## config.mk

```make
export PLATFORM = sky130hd
export DESIGN_NAME = seq_comparator_flat
export DESIGN_NICKNAME = d
export VERILOG_FILES = /design/src/rtl/seq_comparator_if.sv /design/src/rtl/seq_comparator.sv /design/src/flat_wrapper.sv
export SDC_FILE = /design/constraint.sdc
export NUM_CORES = 1
export LEC_CHECK = 0
export CORE_MARGIN = 3
export CORE_UTILIZATION = 50
export DETAILED_ROUTE_END_ITERATION = 7
export GPL_TIMING_DRIVEN = 0
export HOLD_SLACK_MARGIN = 0.12
export PLACE_DENSITY = 0.9
export SETUP_SLACK_MARGIN = 0.05
export SLEW_MARGIN = 20
export SYNTH_ARGS = -nofsm -noshare
export SYNTH_HDL_FRONTEND = slang
export SYNTH_SLANG_ARGS = --single-unit
```

## constraint.sdc

```tcl
create_clock -name i_clk -period 3.6 [get_ports i_clk]
set_clock_uncertainty 0.15 [all_clocks]
set_input_delay 0.72 -clock i_clk [delete_from_list [all_inputs] [get_ports i_clk]]
set_output_delay 0.72 -clock i_clk [all_outputs]
set_load 0.1 [all_outputs]
```

## src/rtl/seq_comparator_if.sv

```systemverilog
// Request/result bundle for seq_comparator.
// The slave modport is the comparator's view. The master modport is the view of
// the block that issues requests and takes the results.
interface seq_comparator_if #(
    parameter int WIDTH = 32
) ();
    logic             i_valid;
    logic             o_ready;
    logic [WIDTH-1:0] i_a;
    logic [WIDTH-1:0] i_b;
    logic             i_signed;
    logic             i_clear;
    logic             o_valid;
    logic             i_ready;
    logic             o_lt;
    logic             o_eq;
    logic             o_gt;

    modport slave (
        input  i_valid, i_a, i_b, i_signed, i_clear, i_ready,
        output o_ready, o_valid, o_lt, o_eq, o_gt
    );

    modport master (
        output i_valid, i_a, i_b, i_signed, i_clear, i_ready,
        input  o_ready, o_valid, o_lt, o_eq, o_gt
    );
endinterface

```

## src/rtl/seq_comparator.sv

```systemverilog
// Sequential magnitude comparator that works MSB-first, one SLICE-bit slice per cycle.
// Signed operands have their sign bit flipped when the request is captured.
// After that flip, an unsigned slice compare gives the two's-complement ordering.
// With EARLY_EXIT=1 the comparator finishes at the first differing slice.
// With EARLY_EXIT=0 it always walks every slice, so the latency is fixed.
module seq_comparator #(
    parameter int WIDTH      = 32,
    parameter int SLICE      = 8,
    parameter int EARLY_EXIT = 1
) (
    input  logic            i_clk,
    input  logic            i_rst_n,
    seq_comparator_if.slave bus
);
    localparam int NSLICE = WIDTH / SLICE;
    localparam int IDX_W  = (NSLICE > 1) ? $clog2(NSLICE) : 1;

    generate
        if ((SLICE < 1) || ((WIDTH % SLICE) != 0)) begin : g_bad_slice
            $error("seq_comparator: WIDTH must be a non-zero multiple of SLICE");
        end
    endgenerate

    typedef enum logic [1:0] {
        IDLE = 2'd0,
        CMP  = 2'd1,
        DONE = 2'd2
    } state_t;

    state_t             state_q, state_d;
    logic [WIDTH-1:0]   a_q, a_d;
    logic [WIDTH-1:0]   b_q, b_d;
    logic [IDX_W-1:0]   idx_q, idx_d;
    logic               lt_q, lt_d;
    logic               eq_q, eq_d;
    logic               gt_q, gt_d;
    // Fixed-latency mode: the first differing slice records its verdict here.
    logic               found_q, found_d;
    logic               flt_q, flt_d;
    // Held low through reset so that o_ready rises only at the first edge after release.
    logic               armed_q;
    logic [SLICE-1:0]   sa, sb;

    // Flips the MSB for a signed request, which maps two's-complement order onto unsigned order.
    function automatic logic [WIDTH-1:0] bias(input logic [WIDTH-1:0] v, input logic s);
        logic [WIDTH-1:0] m;
        m            = '0;
        m[WIDTH-1]   = s;
        return v ^ m;
    endfunction

    // Returns slice j of v.
    function automatic logic [SLICE-1:0] slice_of(input logic [WIDTH-1:0] v,
                                                  input logic [IDX_W-1:0] j);
        return SLICE'(v >> (int'(j) * SLICE));
    endfunction

    assign sa          = slice_of(a_q, idx_q);
    assign sb          = slice_of(b_q, idx_q);
    assign bus.o_ready = armed_q && (state_q == IDLE);
    assign bus.o_valid = (state_q == DONE);
    assign bus.o_lt    = lt_q;
    assign bus.o_eq    = eq_q;
    assign bus.o_gt    = gt_q;

    // Next-state and next-datapath logic; i_clear overrides every other transition.
    always_comb begin
        state_d = state_q;
        a_d     = a_q;
        b_d     = b_q;
        idx_d   = idx_q;
        lt_d    = lt_q;
        eq_d    = eq_q;
        gt_d    = gt_q;
        found_d = found_q;
        flt_d   = flt_q;

        if (bus.i_clear) begin
            state_d = IDLE;
            lt_d    = 1'b0;
            eq_d    = 1'b0;
            gt_d    = 1'b0;
            found_d = 1'b0;
            flt_d   = 1'b0;
        end else begin
            case (state_q)
                IDLE: begin
                    if (bus.i_valid && armed_q) begin
                        a_d     = bias(bus.i_a, bus.i_signed);
                        b_d     = bias(bus.i_b, bus.i_signed);
                        idx_d   = IDX_W'(NSLICE - 1);
                        lt_d    = 1'b0;
                        eq_d    = 1'b0;
                        gt_d    = 1'b0;
                        found_d = 1'b0;
                        flt_d   = 1'b0;
                        state_d = CMP;
                    end
                end
                CMP: begin
                    if (EARLY_EXIT != 0) begin
                        if (sa != sb) begin
                            lt_d    = (sa < sb);
                            gt_d    = (sa > sb);
                            state_d = DONE;
                        end else if (idx_q == '0) begin
                            eq_d    = 1'b1;
                            state_d = DONE;
                        end else begin
                            idx_d = idx_q - 1'b1;
                        end
                    end else begin
                        if (!found_q && (sa != sb)) begin
                            found_d = 1'b1;
                            flt_d   = (sa < sb);
                        end
                        if (idx_q == '0) begin
                            state_d = DONE;
                            if (found_q) begin
                                lt_d = flt_q;
                                gt_d = !flt_q;
                            end else if (sa != sb) begin
                                lt_d = (sa < sb);
                                gt_d = (sa > sb);
                            end else begin
                                eq_d = 1'b1;
                            end
                        end else begin
                            idx_d = idx_q - 1'b1;
                        end
                    end
                end
                DONE: begin
                    if (bus.i_ready) begin
                        state_d = IDLE;
                    end
                end
                default: state_d = IDLE;
            endcase
        end
    end

    // State and datapath registers; reset asynchronously discards any operation in flight.
    always_ff @(posedge i_clk or negedge i_rst_n) begin
        if (!i_rst_n) begin
            state_q <= IDLE;
            a_q     <= '0;
            b_q     <= '0;
            idx_q   <= '0;
            lt_q    <= 1'b0;
            eq_q    <= 1'b0;
            gt_q    <= 1'b0;
            found_q <= 1'b0;
            flt_q   <= 1'b0;
            armed_q <= 1'b0;
        end else begin
            state_q <= state_d;
            a_q     <= a_d;
            b_q     <= b_d;
            idx_q   <= idx_d;
            lt_q    <= lt_d;
            eq_q    <= eq_d;
            gt_q    <= gt_d;
            found_q <= found_d;
            flt_q   <= flt_d;
            armed_q <= 1'b1;
        end
    end
endmodule

```

## src/flat_wrapper.sv

```systemverilog
// flat-port wrapper written by rule: the top's interface ports become plain ports
module seq_comparator_flat 
#(
    parameter int WIDTH      = 32,
    parameter int SLICE      = 8,
    parameter int EARLY_EXIT = 1
)
  (i_clk, i_rst_n, bus_i_valid, bus_i_a, bus_i_b, bus_i_signed, bus_i_clear, bus_i_ready, bus_o_ready, bus_o_valid, bus_o_lt, bus_o_eq, bus_o_gt);
  seq_comparator_if #(.WIDTH(WIDTH)) bus_i ();
  input  logic i_clk;
  input  logic i_rst_n;
  input wire logic [$bits(bus_i.i_valid)-1:0] bus_i_valid;
  input wire logic [$bits(bus_i.i_a)-1:0] bus_i_a;
  input wire logic [$bits(bus_i.i_b)-1:0] bus_i_b;
  input wire logic [$bits(bus_i.i_signed)-1:0] bus_i_signed;
  input wire logic [$bits(bus_i.i_clear)-1:0] bus_i_clear;
  input wire logic [$bits(bus_i.i_ready)-1:0] bus_i_ready;
  output wire logic [$bits(bus_i.o_ready)-1:0] bus_o_ready;
  output wire logic [$bits(bus_i.o_valid)-1:0] bus_o_valid;
  output wire logic [$bits(bus_i.o_lt)-1:0] bus_o_lt;
  output wire logic [$bits(bus_i.o_eq)-1:0] bus_o_eq;
  output wire logic [$bits(bus_i.o_gt)-1:0] bus_o_gt;
  assign bus_i.i_valid = bus_i_valid;
  assign bus_i.i_a = bus_i_a;
  assign bus_i.i_b = bus_i_b;
  assign bus_i.i_signed = bus_i_signed;
  assign bus_i.i_clear = bus_i_clear;
  assign bus_i.i_ready = bus_i_ready;
  assign bus_o_ready = bus_i.o_ready;
  assign bus_o_valid = bus_i.o_valid;
  assign bus_o_lt = bus_i.o_lt;
  assign bus_o_eq = bus_i.o_eq;
  assign bus_o_gt = bus_i.o_gt;
  seq_comparator #(.WIDTH(WIDTH), .SLICE(SLICE), .EARLY_EXIT(EARLY_EXIT)) u_core (.i_clk(i_clk), .i_rst_n(i_rst_n), .bus(bus_i));
endmodule
```

==> After elaboration in Yosys (flattened, before gate mapping) <==
Cells that the tools add are included.
{ "word_totals": {"reg_bits": 72, "in_bits": 70, "output_inout_bits": 5, "wordCells": 60} }
{ "classes": {"add_sub_neg": 1, "magnitude_cmp": 2, "eq_ne": 12, "n_shift": 2, "muxes": 21, "bitwise_logic": 3, "reduce_logical": 11} }
{ "ops": {"columns": ["cell", "count"], "rows": [
  ["$shr 32x5->8", 2],
  ["$xor 32x32->32", 2],
  ["$mux 2", 8],
  ["$ne 3x3->1 const B", 3],
  ["$reduce_and 3->1", 3],
  ["$gt 8x8->1", 1],
  ["$lt 8x8->1", 1],
  ["$mux 1", 8],
  ["$ne 8x8->1", 1],
  ["$ne 2x2->1 const B", 3],
  ["$ne 3x2->1 const B", 2],
  ["$pmux 1 s2", 3],
  ["$pmux 2 s3", 1],
  ["$reduce_and 5->1", 1],
  ["$logic_not 2->1", 2],
  ["$ne 4x2->1 const B", 1],
  ["$pmux 2 s2", 1],
  ["$reduce_and 4->1", 1],
  ["$reduce_bool 3->1", 1],
  ["$eq 2x1->1 const B", 1],
  ["$eq 2x2->1 const B", 1],
  ["$logic_and 1x1->1", 2],
  ["$reduce_bool 2->1", 1],
  ["$sub 2x1->2 const B", 1],
  ["$not 1->1", 1]
]} }

==> Logic depth before layout (Yosys ltp) <==
Gate-level depths: netlist (run 1).
{ "logic_depth": {"depth_word": 5, "ltp_mapped": 8, "depth_no_buf": 7} }

==> Worst setup path after synthesis (run 1) <==
No wires, ideal clock.
{ "synth_path": {"kind": "register -> output", "startpoint": "register u_core.state_q[0]", "endpoint": "output port bus_o_ready", "arrival_ps": 2641, "required_time_ps": 2730, "path_slack_ps": 89, "path_stages_with_launch": 2, "path_buffers": 0, "cell_sequence": "dfrtp_1 -> nor3b_1"} }
{ "synth_via": {"elab_chain_cells": 2} }
{ "synth_rtl": {"columns": ["item", "line", "rtl"], "rows": [
  ["from (decl)", "seq_comparator.sv:30", "state_t state_q, state_d;"],
  ["from (signal assigned)", "seq_comparator.sv:157", "state_q <= state_d;"],
  ["$logic_not 2->1", "seq_comparator.sv:60", "assign bus.o_ready = armed_q && (state_q == IDLE);"],
  ["$logic_and 1x1->1", "seq_comparator.sv:60", null],
  ["to (decl)", "flat_wrapper.sv:18", "output wire logic [$bits(bus_i.o_ready)-1:0] bus_o_ready;"]
]} }
No other way between the ends.

==> Final worst setup path (run 1) <==
{ "layout_path": {"startpoint": "register u_core.idx_q[1]", "endpoint": "register u_core.idx_q[1]"} }
{ "layout_via": {"elab_chain_cells": 4, "word_cells_on_any_way": 11, "classes_between": "add/sub (1); eq/ne (3); shift (2); mux (3); reduce/logical (2)"} }
{ "layout_rtl": {"columns": ["item", "line", "rtl"], "rows": [
  ["from (decl)", "seq_comparator.sv:33", "logic [IDX_W-1:0] idx_q, idx_d;"],
  ["from (signal assigned)", "seq_comparator.sv:160", "idx_q <= idx_d;"],
  ["$shr 32x5->8 / $sub 2x1->2 (equally long branches)", "seq_comparator.sv:55, seq_comparator.sv:110", null],
  ["$ne 8x8->1 / $mux 2 (equally long branches)", "seq_comparator.sv:102, seq_comparator.sv:106", null],
  ["$ne 2x2->1 (no line) / $mux 2 (equally long branches)", null, null],
  ["$reduce_and 5->1 (no line) / $pmux 2 s2 (equally long branches)", null, null]
]} }
Several ways; a longest one is shown, not always the timed one. The select of a mux whose other input is x is not followed.
A chain may end at the register's enable or synchronous reset.

==> impl_metrics.py, run 1 <==
metrics = {
    "yosys": {
        "syn_area_per_cell_um2": 14.9,
        "ys_ff_latch": 72,
        "yosysTopAreaCell": "dfrtp_1",
        "syn_area_mm2": 0.00335,
        "synthDistinctLibCells": 29,
        "synth_area_leaders": "dfrtp_1 (54%), mux2_2 (20%), mux4_2 (11%), ha_1 (3.4%), a21oi_1 (1.5%)",
        "ys_async_sr_fraction_pct": 100,
        "netlist_instances": 225,
        "yosys_warnings": 0,
        "synth_top_cell_area_share_pct": 53.8,
        "synth_flop_cell": "dfrtp_1",
        "synth_edf_count": 0,
        "ys_seq_area_share_pct": 53.8,
        "syn-num-nets": 304,
    },
    "floorplan": {
        "fp.dieW_um": 87.9,
        "die_area_mm2": 0.00772,
        "row_count": 29,
        "initial_core_util_pct": 52.2,
        "core_area_mm2": 0.00642,
        "ios": 75,
        "fp.dieH_um": 87.9,
    },
    "sta": {
        "tns_ns": 0,
        "drv_slew": 0,
        "period_minus_slack_ns": 3.20,
        "setup_viol": 0,
        "max-slew-margin-rel_pct": 35.6,
        "hold_viol_final": 0,
        "worstMarginPinSlew_ns": 0.963,
        "hold_slack_ns": 0.174,
        "rsz0062_at_grt": "false",
        "setup_slack_ns": 0.398,
        "max_freq_ghz": 0.312,
        "finalCritPeriodShare_pct": 88.9,
    },
    "global_routing": {
        "antenna_found_initial": 0,
        "grt_pass1_vias": 2351,
        "grt_usage_pct": 19.8,
        "grt_overflow": 0,
        "grt_pass1_wl_um": 11400,
        "grt_start_max_net_pins": 40,
    },
    "detailed_routing": {
        "drtIter0Drc": 101,
        "vias": 2163,
        "wirelength_um": 6910,
        "firstDrtPassIters": 5,
        "routedWlPerCell_um": 17.6,
        "postRouteAntennaNets": 0,
        "drc": 0,
        "vias_per_cell": 5.50,
    },
    "clock_network": {
        "clockRootBuffer": "clkbuf_8",
        "cts_resized": 0,
        "clk_latency_ns": 0.34,
        "clk_pin_slew_ns": 0.07,
        "cts_tree": "built",
        "cts_sinks": 72,
        "cts_hold_buf": 0,
        "clockBufferDepth": 2,
        "cts_buffers": 9,
        "htreeDepth": 3,
        "post_cts_buffers": 0,
    },
    "power_and_ir_drop": {
        "p_sw_share_pct": 27.8,
        "combPwrFrac_pct": 28.1,
        "powerDensity_mw_per_mm2": 515,
        "totalPowerFinal_mw": 2.25,
        "p_leak_nw": 1.86,
        "seqPwrFrac_pct": 47.8,
        "vdd_drop_max_mv": 0.322,
        "power.switching_mw": 0.625,
        "clkPwrFrac_pct": 24.1,
        "p_int_mw": 1.62,
    },
    "setup_path": {
        "critPathLaunch": "u_core.idx_q[1]$_DFFE_PN0P_",
        "worst-path-stages": 8,
        "timing.rr.end": "u_core.idx_q[1]$_DFFE_PN0P_",
        "rr_worst_depth": 8,
        "critPathSlowestCell": "clkbuf_1",
        "critPathCaptureType": "register",
        "cp.required_ns": 3.67,
        "cp_max_fo": 10,
        "critical-path-top-delay-family": "buffers and inverters",
        "r2r-start": "u_core.idx_q[1]$_DFFE_PN0P_",
        "crit_chain": "clkbuf_1 -> buf_2 -> mux4_2 -> ha_1 -> nand4_1 -> nor2_1 -> a21oi_1 -> mux2_1",
        "slowest_delay_ns": 0.51,
        "start_kind": "register",
        "worstSetupPathType": "register to register",
        "cp_num_buf_inv": 2,
        "crit_path_end": "u_core.idx_q[1]$_DFFE_PN0P_",
        "rrSetupSlack_ns": 0.40,
        "crit_arrival_ns": 3.27,
    },
    "place": {
        "place_inst": 377,
        "placed_cell_area_mm2": 0.00421,
        "dp_hpwl_um": 5100,
        "pre_cts_slack_ns": 0.388,
        "io_buffer_count": 74,
        "routabilityCongestion": 0.750,
    },
    "finish": {
        "instances_no_fill": 393,
        "finalCoreUtilization_pct": 68.0,
        "area_growth_pct": 30.4,
        "fillers": 465,
        "drive_gt1_share_pct": 33.2,
        "nNetsFinal": 390,
        "n_antenna_cell": 0,
        "postLayoutCellArea_mm2": 0.00437,
    },
    "run_status": {
        "outcome": "finished, final reports clean",
    },
    "flow_run": {
        "maxCapViolations": 0,
    },
    "hold_path": {
        "hold_class": "input pin to async pin",
    },
}
[layout make-up]
type                            count  area [µm²]  area share [%]
Buffer                             11        63.8            1.46
Clock buffer                       12         145            3.32
Tap cell                           77        96.3            2.20
Clock inverter                      4        20.0           0.458
Multi-Input combinational cell    131        1440            33.0
Sequential cell                    72        1800            41.2
Inverter                           11        41.3           0.945
Timing Repair Buffer               75         758            17.3
[registers in the layout, summed over array words and instances (netlist names)]
name / cells
u_core.b_q: 32
u_core.idx_q: 2
u_core.bus.o_gt: 1
u_core.bus.o_eq: 1
u_core.a_q: 32
u_core.state_q: 2
u_core.armed_q: 1
u_core.bus.o_lt: 1
[layout by cell type (no fill, tap or decap), types with 2 or more instances in the layout]
cell / Yosys / routed
a21oi_1: 10 / 10
buf_2: 6 / 6
buf_4: 4 / 5
clkbuf_1: 1 / 3
clkbuf_8: 0 / 10
clkdlybuf4s50_1: 0 / 73
clkinv_2: 0 / 4
dfrtp_1: 72 / 72
ha_1: 9 / 9
inv_1: 11 / 11
mux2_1: 4 / 4
mux2_2: 60 / 60
mux4_2: 16 / 16
nand2_1: 4 / 4
nand4_1: 2 / 2
nor2_1: 5 / 5
nor2b_1: 3 / 3
o21ai_0: 3 / 3
xnor2_1: 2 / 2
[kinds of logic after synthesis]
| group | after synthesis | share of synthesized area, % |
|---|---|---|
| compound gates | 19 | 3.40 |
| xor+xnor | 2 | 0.523 |
| fa+ha+maj | 9 | 3.36 |
| buf+inv | 22 | 3.14 |
| flops | 72 | 53.8 |
| mux | 80 | 32.3 |
| other cells | 1 | 0.112 |
| simple gates | 20 | 3.44 |
[per-layer routing]
| layer | up-vias | part of all wire (%) | GRT usage, % |
|---|---|---|---|
| met3 | 13 | 4.9 | 4.61 |
| met1 | 1093 | 43 | 25.6 |
| met2 | 68 | 50 | 32.6 |
| li1 | 989 | - | - |
| met4 | 0 | 1.7 | 7.39 |
| met5 | - | 0 | 0 |
[cells in the mapped netlist (2+ instances only)]
cell type	count
mux4_2	16
ha_1	9
mux2_2	60
nand2_1	4
o21ai_0	3
xnor2_1	2
inv_1	11
dfrtp_1	72
a21oi_1	10
buf_4	4
nor2_1	5
nor2b_1	3
nand4_1	2
buf_2	6
mux2_1	4
[power by group through the flow]
stage / logic [mW] / registers [mW] / clock network (mW)
6_report: 0.631 / 1.08 / 0.543
5_1_grt: 0.702 / 1.09 / 0.595
4_1_cts: 0.638 / 1.08 / 0.562
3_5_place_dp: 0.634 / 1.09 / 0
3_3_place_gp: 0.611 / 1.08 / 0
2_1_floorplan: 0.430 / 1.07 / 0
[how the worst min path moves through the flow]
stage	endpoint
after floorplan	u_core.a_q[0]$_DFFE_PN0P_
after CTS	u_core.a_q[27]$_DFFE_PN0P_
final	u_core.a_q[27]$_DFFE_PN0P_
after detailed placement	u_core.a_q[7]$_DFFE_PN0P_
after global placement	u_core.a_q[7]$_DFFE_PN0P_
after global routing	u_core.a_q[27]$_DFFE_PN0P_
No activity file was read; power rests on OpenSTA's default activity.
==> run 2: changes to the inputs <==
--- a/config.mk
+++ b/config.mk
@@ -5,13 +5,11 @@
 export SDC_FILE = /design/constraint.sdc
 export NUM_CORES = 1
 export LEC_CHECK = 0
-export CORE_MARGIN = 3
 export CORE_UTILIZATION = 50
 export DETAILED_ROUTE_END_ITERATION = 7
 export GPL_TIMING_DRIVEN = 0
 export HOLD_SLACK_MARGIN = 0.12
 export PLACE_DENSITY = 0.9
-export SETUP_SLACK_MARGIN = 0.05
 export SLEW_MARGIN = 20
 export SYNTH_ARGS = -nofsm -noshare
 export SYNTH_HDL_FRONTEND = slang
==> run 2 against run 1 <==
Effect of this change:
- the run now ends with design-rule violations left
- sequential cell count unchanged
- via count rose by 1.2%
- sequential power about the same
- first-iteration DRC count grew 55%
- clock power increased by 17%
- sequential share of layout area down 0.30 points
- power grew 4.9%
- fmax decreased by 1.1%
- critical path depth is the same
- die area is 8.9% lower
- count of clock-buffer cells in the layout is 1 lower
- critical endpoint unchanged
- largest cell class unchanged
- highest routed layer unchanged
==> impl_metrics.py, run 2 (synthesis results as in run 1) <==
metrics = {
    "place": {
        "routabilityCongestion": 0.800,
        "placed_cell_area_mm2": 0.00421,
        "dp_hpwl_um": 5200,
        "io_buffer_count": 74,
        "pre_cts_slack_ns": 0.358,
        "place_inst": 377,
    },
    "detailed_routing": {
        "wirelength_um": 7060,
        "drtIter0Drc": 157,
        "drc": 8,
        "vias": 2190,
        "firstDrtPassIters": 6,
        "routedWlPerCell_um": 18.0,
        "postRouteAntennaNets": 0,
        "vias_per_cell": 5.57,
    },
    "setup_path": {
        "cp.required_ns": 3.68,
        "critPathSlowestCell": "mux4_2",
        "slowest_delay_ns": 0.58,
        "start_kind": "register",
        "worst-path-stages": 8,
        "critPathLaunch": "u_core.idx_q[0]$_DFFE_PN0P_",
        "cp_num_buf_inv": 2,
        "r2r-start": "u_core.idx_q[0]$_DFFE_PN0P_",
        "crit_chain": "buf_2 -> buf_2 -> mux4_2 -> ha_1 -> nand4_1 -> nor2_1 -> a21oi_1 -> mux2_1",
        "crit_arrival_ns": 3.31,
        "critPathCaptureType": "register",
        "cp_max_fo": 10,
        "rr_worst_depth": 8,
        "worstSetupPathType": "register to register",
        "crit_top_cell": "buf_2",
        "critical-path-top-delay-family": "multiplexers",
    },
    "finish": {
        "instances_no_fill": 393,
        "n_antenna_cell": 0,
        "finalCoreUtilization_pct": 68.6,
        "layout_common_cells": "clkdlybuf4s50_1 (73), dfrtp_1 (72), mux2_2 (60)",
        "postLayoutCellArea_mm2": 0.00440,
        "final_common_cell": "clkdlybuf4s50_1",
        "nNetsFinal": 390,
        "area_growth_pct": 31.4,
        "reg.largest.list": "u_core.a_q x32, u_core.b_q x32",
        "multi_input_area_mm2": 0.00144,
        "drive_gt1_share_pct": 33.5,
        "fillers": 474,
        "seq_area_mm2": 0.00180,
    },
    "clock_network": {
        "cts_tree": "built",
        "clk_pin_slew_ns": 0.08,
        "cts_resized": 0,
        "clockBufferDepth": 2,
        "clockRootBuffer": "clkbuf_8",
        "cts_buffers": 9,
        "post_cts_buffers": 0,
        "htreeDepth": 3,
        "cts_sinks": 72,
        "clk_latency_ns": 0.34,
        "cts_hold_buf": 0,
    },
    "global_routing": {
        "antenna_found_initial": 0,
        "grt_start_max_net_pins": 41,
        "grt_pass1_vias": 2414,
        "grt_pass1_wl_um": 11800,
        "grt_usage_pct": 22.7,
        "grt_overflow": 0,
    },
    "sta": {
        "setup_viol": 0,
        "max-slew-margin-rel_pct": 35.5,
        "period_minus_slack_ns": 3.24,
        "worstMarginPinSlew_ns": 0.965,
        "setup_slack_ns": 0.362,
        "finalCritPeriodShare_pct": 89.9,
        "hold_viol_final": 0,
        "drv_slew": 0,
        "tns_ns": 0,
        "rsz0062_at_grt": "false",
        "max_freq_ghz": 0.309,
    },
    "power_and_ir_drop": {
        "powerDensity_mw_per_mm2": 536,
        "vdd_drop_max_mv": 0.239,
        "p_leak_nw": 1.87,
    },
    "floorplan": {
        "fp.dieH_um": 83.9,
        "initial_core_util_pct": 52.2,
        "ios": 75,
        "fp.dieW_um": 83.9,
        "die_area_mm2": 0.00703,
        "core_area_mm2": 0.00642,
        "row_count": 29,
    },
    "flow_run": {
        "maxCapViolations": 0,
    },
    "hold_path": {
        "hold_class": "input pin to async pin",
    },
    "run_status": {
        "violations": "design-rule violations",
        "outcome": "complete, but fails checks",
    },
}
-- run 2: cell count changes in the layout (fill, tap and decap cells not counted), sizes merged --
| cell | change |
|---|---|
| clkbuf | -1 |
| clkinvlp | +1 |
| bufinv | +1 |
| clkinv | -1 |
-- run 2: cell type report --
class	count	share of cell area [%]
Buffer	11	1.45
Multi-Input combinational cell	131	32.8
Timing Repair Buffer	75	17.2
Tap cell	77	2.19
Sequential cell	72	40.9
Inverter	11	0.938
Clock buffer	11	3.21
Clock inverter	5	1.28
-- run 2: through the flow --
step	hold WS [ns]	power [mW]
finish	0.165	2.36
detailed placement	0.334	1.74
global route	0.182	2.50
floorplan	0.274	1.50
global placement	0.315	1.69
CTS	0.164	2.38
-- run 2: worst paths after layout --
kind	end	slack (ns)
max in group asynchronous	u_core.idx_q[0]$_DFFE_PN0P_	2.58
worst max register to register	u_core.idx_q[1]$_DFFE_PN0P_	0.36
worst max-delay path	u_core.idx_q[1]$_DFFE_PN0P_	0.36
worst min-delay path	u_core.a_q[19]$_DFFE_PN0P_	0.16
min in group i_clk	u_core.bus.o_lt$_DFFE_PN0P_	0.35
worst min register to register	u_core.bus.o_lt$_DFFE_PN0P_	0.35
-- run 2: layer usage --
metal	track usage (%)	up-vias	part of all wire (%)
met5	0	-	0
met4	8.93	0	2.2
met3	6.13	17	5.5
met2	38.0	75	51
met1	28.2	1107	41
li1	-	991	-
-- run 2: power breakdown --
part,total (mW),internal [mW],switching (mW)
registers,1.08,0.985,0.0914
clock network,0.637,0.338,0.299
logic,0.646,0.377,0.269
total,2.36,1.70,0.660
==> run 3: changes to the inputs <==
--- a/config.mk
+++ b/config.mk
@@ -5,11 +5,13 @@
 export SDC_FILE = /design/constraint.sdc
 export NUM_CORES = 1
 export LEC_CHECK = 0
-export CORE_UTILIZATION = 50
+export ABC_AREA = 0
+export CORE_UTILIZATION = 40
 export DETAILED_ROUTE_END_ITERATION = 7
 export GPL_TIMING_DRIVEN = 0
 export HOLD_SLACK_MARGIN = 0.12
-export PLACE_DENSITY = 0.9
+export PLACE_DENSITY = 0.77
+export SKIP_LAST_GASP = 1
 export SLEW_MARGIN = 20
 export SYNTH_ARGS = -nofsm -noshare
 export SYNTH_HDL_FRONTEND = slang
==> run 3 against run 2 <==
Effect of this change:
- the run now ends clean
- first-iteration DRC count shrank 53%
- count of clock-buffer cells in the layout grew 1
- non-clock buffer count is the same
- highest routed layer unchanged
==> impl_metrics.py, run 3 (synthesis results as in run 1) <==
metrics = {
    "run_status": {
        "outcome": "finished, final reports clean",
    },
    "sta": {
        "max_freq_ghz": 0.309,
        "hold_slack_ns": 0.169,
        "max-slew-margin-rel_pct": 35.8,
        "setup_viol": 0,
        "rsz0062_at_grt": "false",
        "hold_viol_final": 0,
        "finalCritPeriodShare_pct": 89.9,
        "worstMarginPinSlew_ns": 0.960,
        "drv_slew": 0,
        "period_minus_slack_ns": 3.24,
    },
    "floorplan": {
        "core_area_mm2": 0.00818,
        "ios": 75,
        "initial_core_util_pct": 41.0,
        "die_area_mm2": 0.00875,
        "fp.dieW_um": 93.5,
        "row_count": 33,
        "fp.dieH_um": 93.5,
    },
    "finish": {
        "final_common_cell": "clkdlybuf4s50_1",
        "area_growth_pct": 33.7,
        "instances_no_fill": 421,
        "reg.largest.list": "u_core.a_q x32, u_core.b_q x32",
        "n_antenna_cell": 0,
        "drive_gt1_share_pct": 33.9,
        "nNetsFinal": 390,
        "layout_common_cells": "clkdlybuf4s50_1 (73), dfrtp_1 (72), mux2_2 (60)",
    },
    "global_routing": {
        "antenna_found_initial": 0,
        "grt_usage_pct": 18.1,
        "grt_pass1_wl_um": 11500,
        "grt_pass1_vias": 2274,
        "grt_overflow": 0,
        "grt_start_max_net_pins": 38,
    },
    "detailed_routing": {
        "route.met3.wl_um": 337,
        "vias_per_cell": 5.11,
        "highest_layer": "met4",
        "drtIter0Drc": 74,
        "vias": 2151,
        "postRouteAntennaNets": 0,
        "wirelength_um": 7020,
        "drc": 0,
        "wl_met2_um": 3520,
        "firstDrtPassIters": 4,
        "routedWlPerCell_um": 16.7,
        "wl_met1_um": 3050,
    },
    "setup_path": {
        "critPathCaptureType": "register",
        "critPathSlowestCell": "mux4_2",
        "start_kind": "register",
        "worstSetupPathType": "register to register",
        "rr_worst_depth": 8,
        "slowest_delay_ns": 0.56,
        "cp_max_fo": 10,
        "cp.required_ns": 3.67,
        "crit_chain": "buf_2 -> buf_2 -> mux4_2 -> ha_1 -> nand4_1 -> nor2_1 -> a21oi_1 -> mux2_1",
        "crit_arrival_ns": 3.31,
        "crit_top_cell": "buf_2",
        "r2r-start": "u_core.idx_q[0]$_DFFE_PN0P_",
        "timing.rr.end": "u_core.idx_q[1]$_DFFE_PN0P_",
        "rrSetupSlack_ns": 0.36,
    },
    "place": {
        "routabilityCongestion": 0.752,
        "place_inst": 405,
        "dp_hpwl_um": 5130,
        "io_buffer_count": 74,
    },
    "clock_network": {
        "cts_sinks": 72,
        "cts_hold_buf": 0,
        "cts_tree": "built",
        "clockBufferDepth": 2,
        "clockRootBuffer": "clkbuf_8",
        "htreeDepth": 3,
        "clk_latency_ns": 0.35,
        "clk_pin_slew_ns": 0.08,
        "cts_buffers": 9,
        "cts_resized": 0,
        "post_cts_buffers": 0,
    },
    "flow_run": {
        "maxCapViolations": 0,
    },
    "power_and_ir_drop": {
        "vdd_drop_max_mv": 0.303,
        "powerDensity_mw_per_mm2": 548,
        "p_leak_nw": 1.89,
    },
    "hold_path": {
        "hold_class": "input pin to async pin",
    },
}
==> run 3: changes by cell type in the layout (fill, tap and decap cells not counted), sizes merged <==
cell,previous run,this run
clkinv,3,0
bufinv,1,2
clkbuf,12,13
clkinvlp,1,2
==> run 3: stage by stage <==
stage / power (mW) / area [µm²] / setup slack (ns) / util [%] / TNS [ns]
after floorplan: 1.50 / 3350 / 0.0889 / - / 0
after global placement: 1.70 / 4220 / -0.734 / 51.7 / -52.58
after detailed placement: 1.73 / 4240 / 0.336 / 51.9 / 0
after CTS: 2.47 / 4480 / 0.335 / 54.8 / 0
after global routing: 2.59 / 4480 / 0.0598 / 54.8 / 0
final: 2.45 / 4480 / 0.363 / 54.8 / 0
==> run 3: layer usage <==
| metal | global-route usage (%) | vias up |
|---|---|---|
| li1 | - | 990 |
| met3 | 4.96 | 11 |
| met2 | 30.1 | 54 |
| met4 | 5.90 | 0 |
| met1 | 22.8 | 1096 |
| met5 | 0 | - |
==> run 3: how the worst max path moves through the flow <==
stage	startpoint	end	cells after the start
2_1_floorplan	u_core.state_q[0]$_DFFE_PN0P_	bus_o_ready	1
3_3_place_gp	i_rst_n	u_core.b_q[22]$_DFFE_PN0P_	1
3_5_place_dp	u_core.idx_q[0]$_DFFE_PN0P_	u_core.idx_q[1]$_DFFE_PN0P_	8
4_1_cts	u_core.idx_q[0]$_DFFE_PN0P_	u_core.idx_q[1]$_DFFE_PN0P_	8
5_1_grt	u_core.idx_q[0]$_DFFE_PN0P_	u_core.idx_q[1]$_DFFE_PN0P_	8
6_report	u_core.idx_q[0]$_DFFE_PN0P_	u_core.idx_q[1]$_DFFE_PN0P_	8
==> run 3: report_power, final <==
group	internal, mW	total (mW)	switching [mW]
sequential	0.985	1.07	0.0889
combinational	0.376	0.636	0.260
clock	0.447	0.744	0.297
total	1.81	2.45	0.646
==> run 3: cell type report <==
| type | count | area [µm²] |
|---|---|---|
| fillers | 723 | 3690 |
| flip-flops and latches | 72 | 1800 |
| multi-input cells | 131 | 1440 |
| repair buffers | 75 | 758 |
| clock buffers | 12 | 165 |
| well taps | 105 | 131 |
| clock inverters | 4 | 75.1 |
| plain buffers | 11 | 63.8 |
| inverters | 11 | 41.3 |
==> run 3: worst max-delay path, delay by kind of cell (launching register included) <==
kind | cells | cell delay (ns)
muxes | 2 | 0.90
buffers and inverters | 2 | 0.72
and+or+nand+nor | 2 | 0.52
DFF | 1 | 0.32
adders and majority gates | 1 | 0.31
AOI/OAI and AO/OA | 1 | 0.18
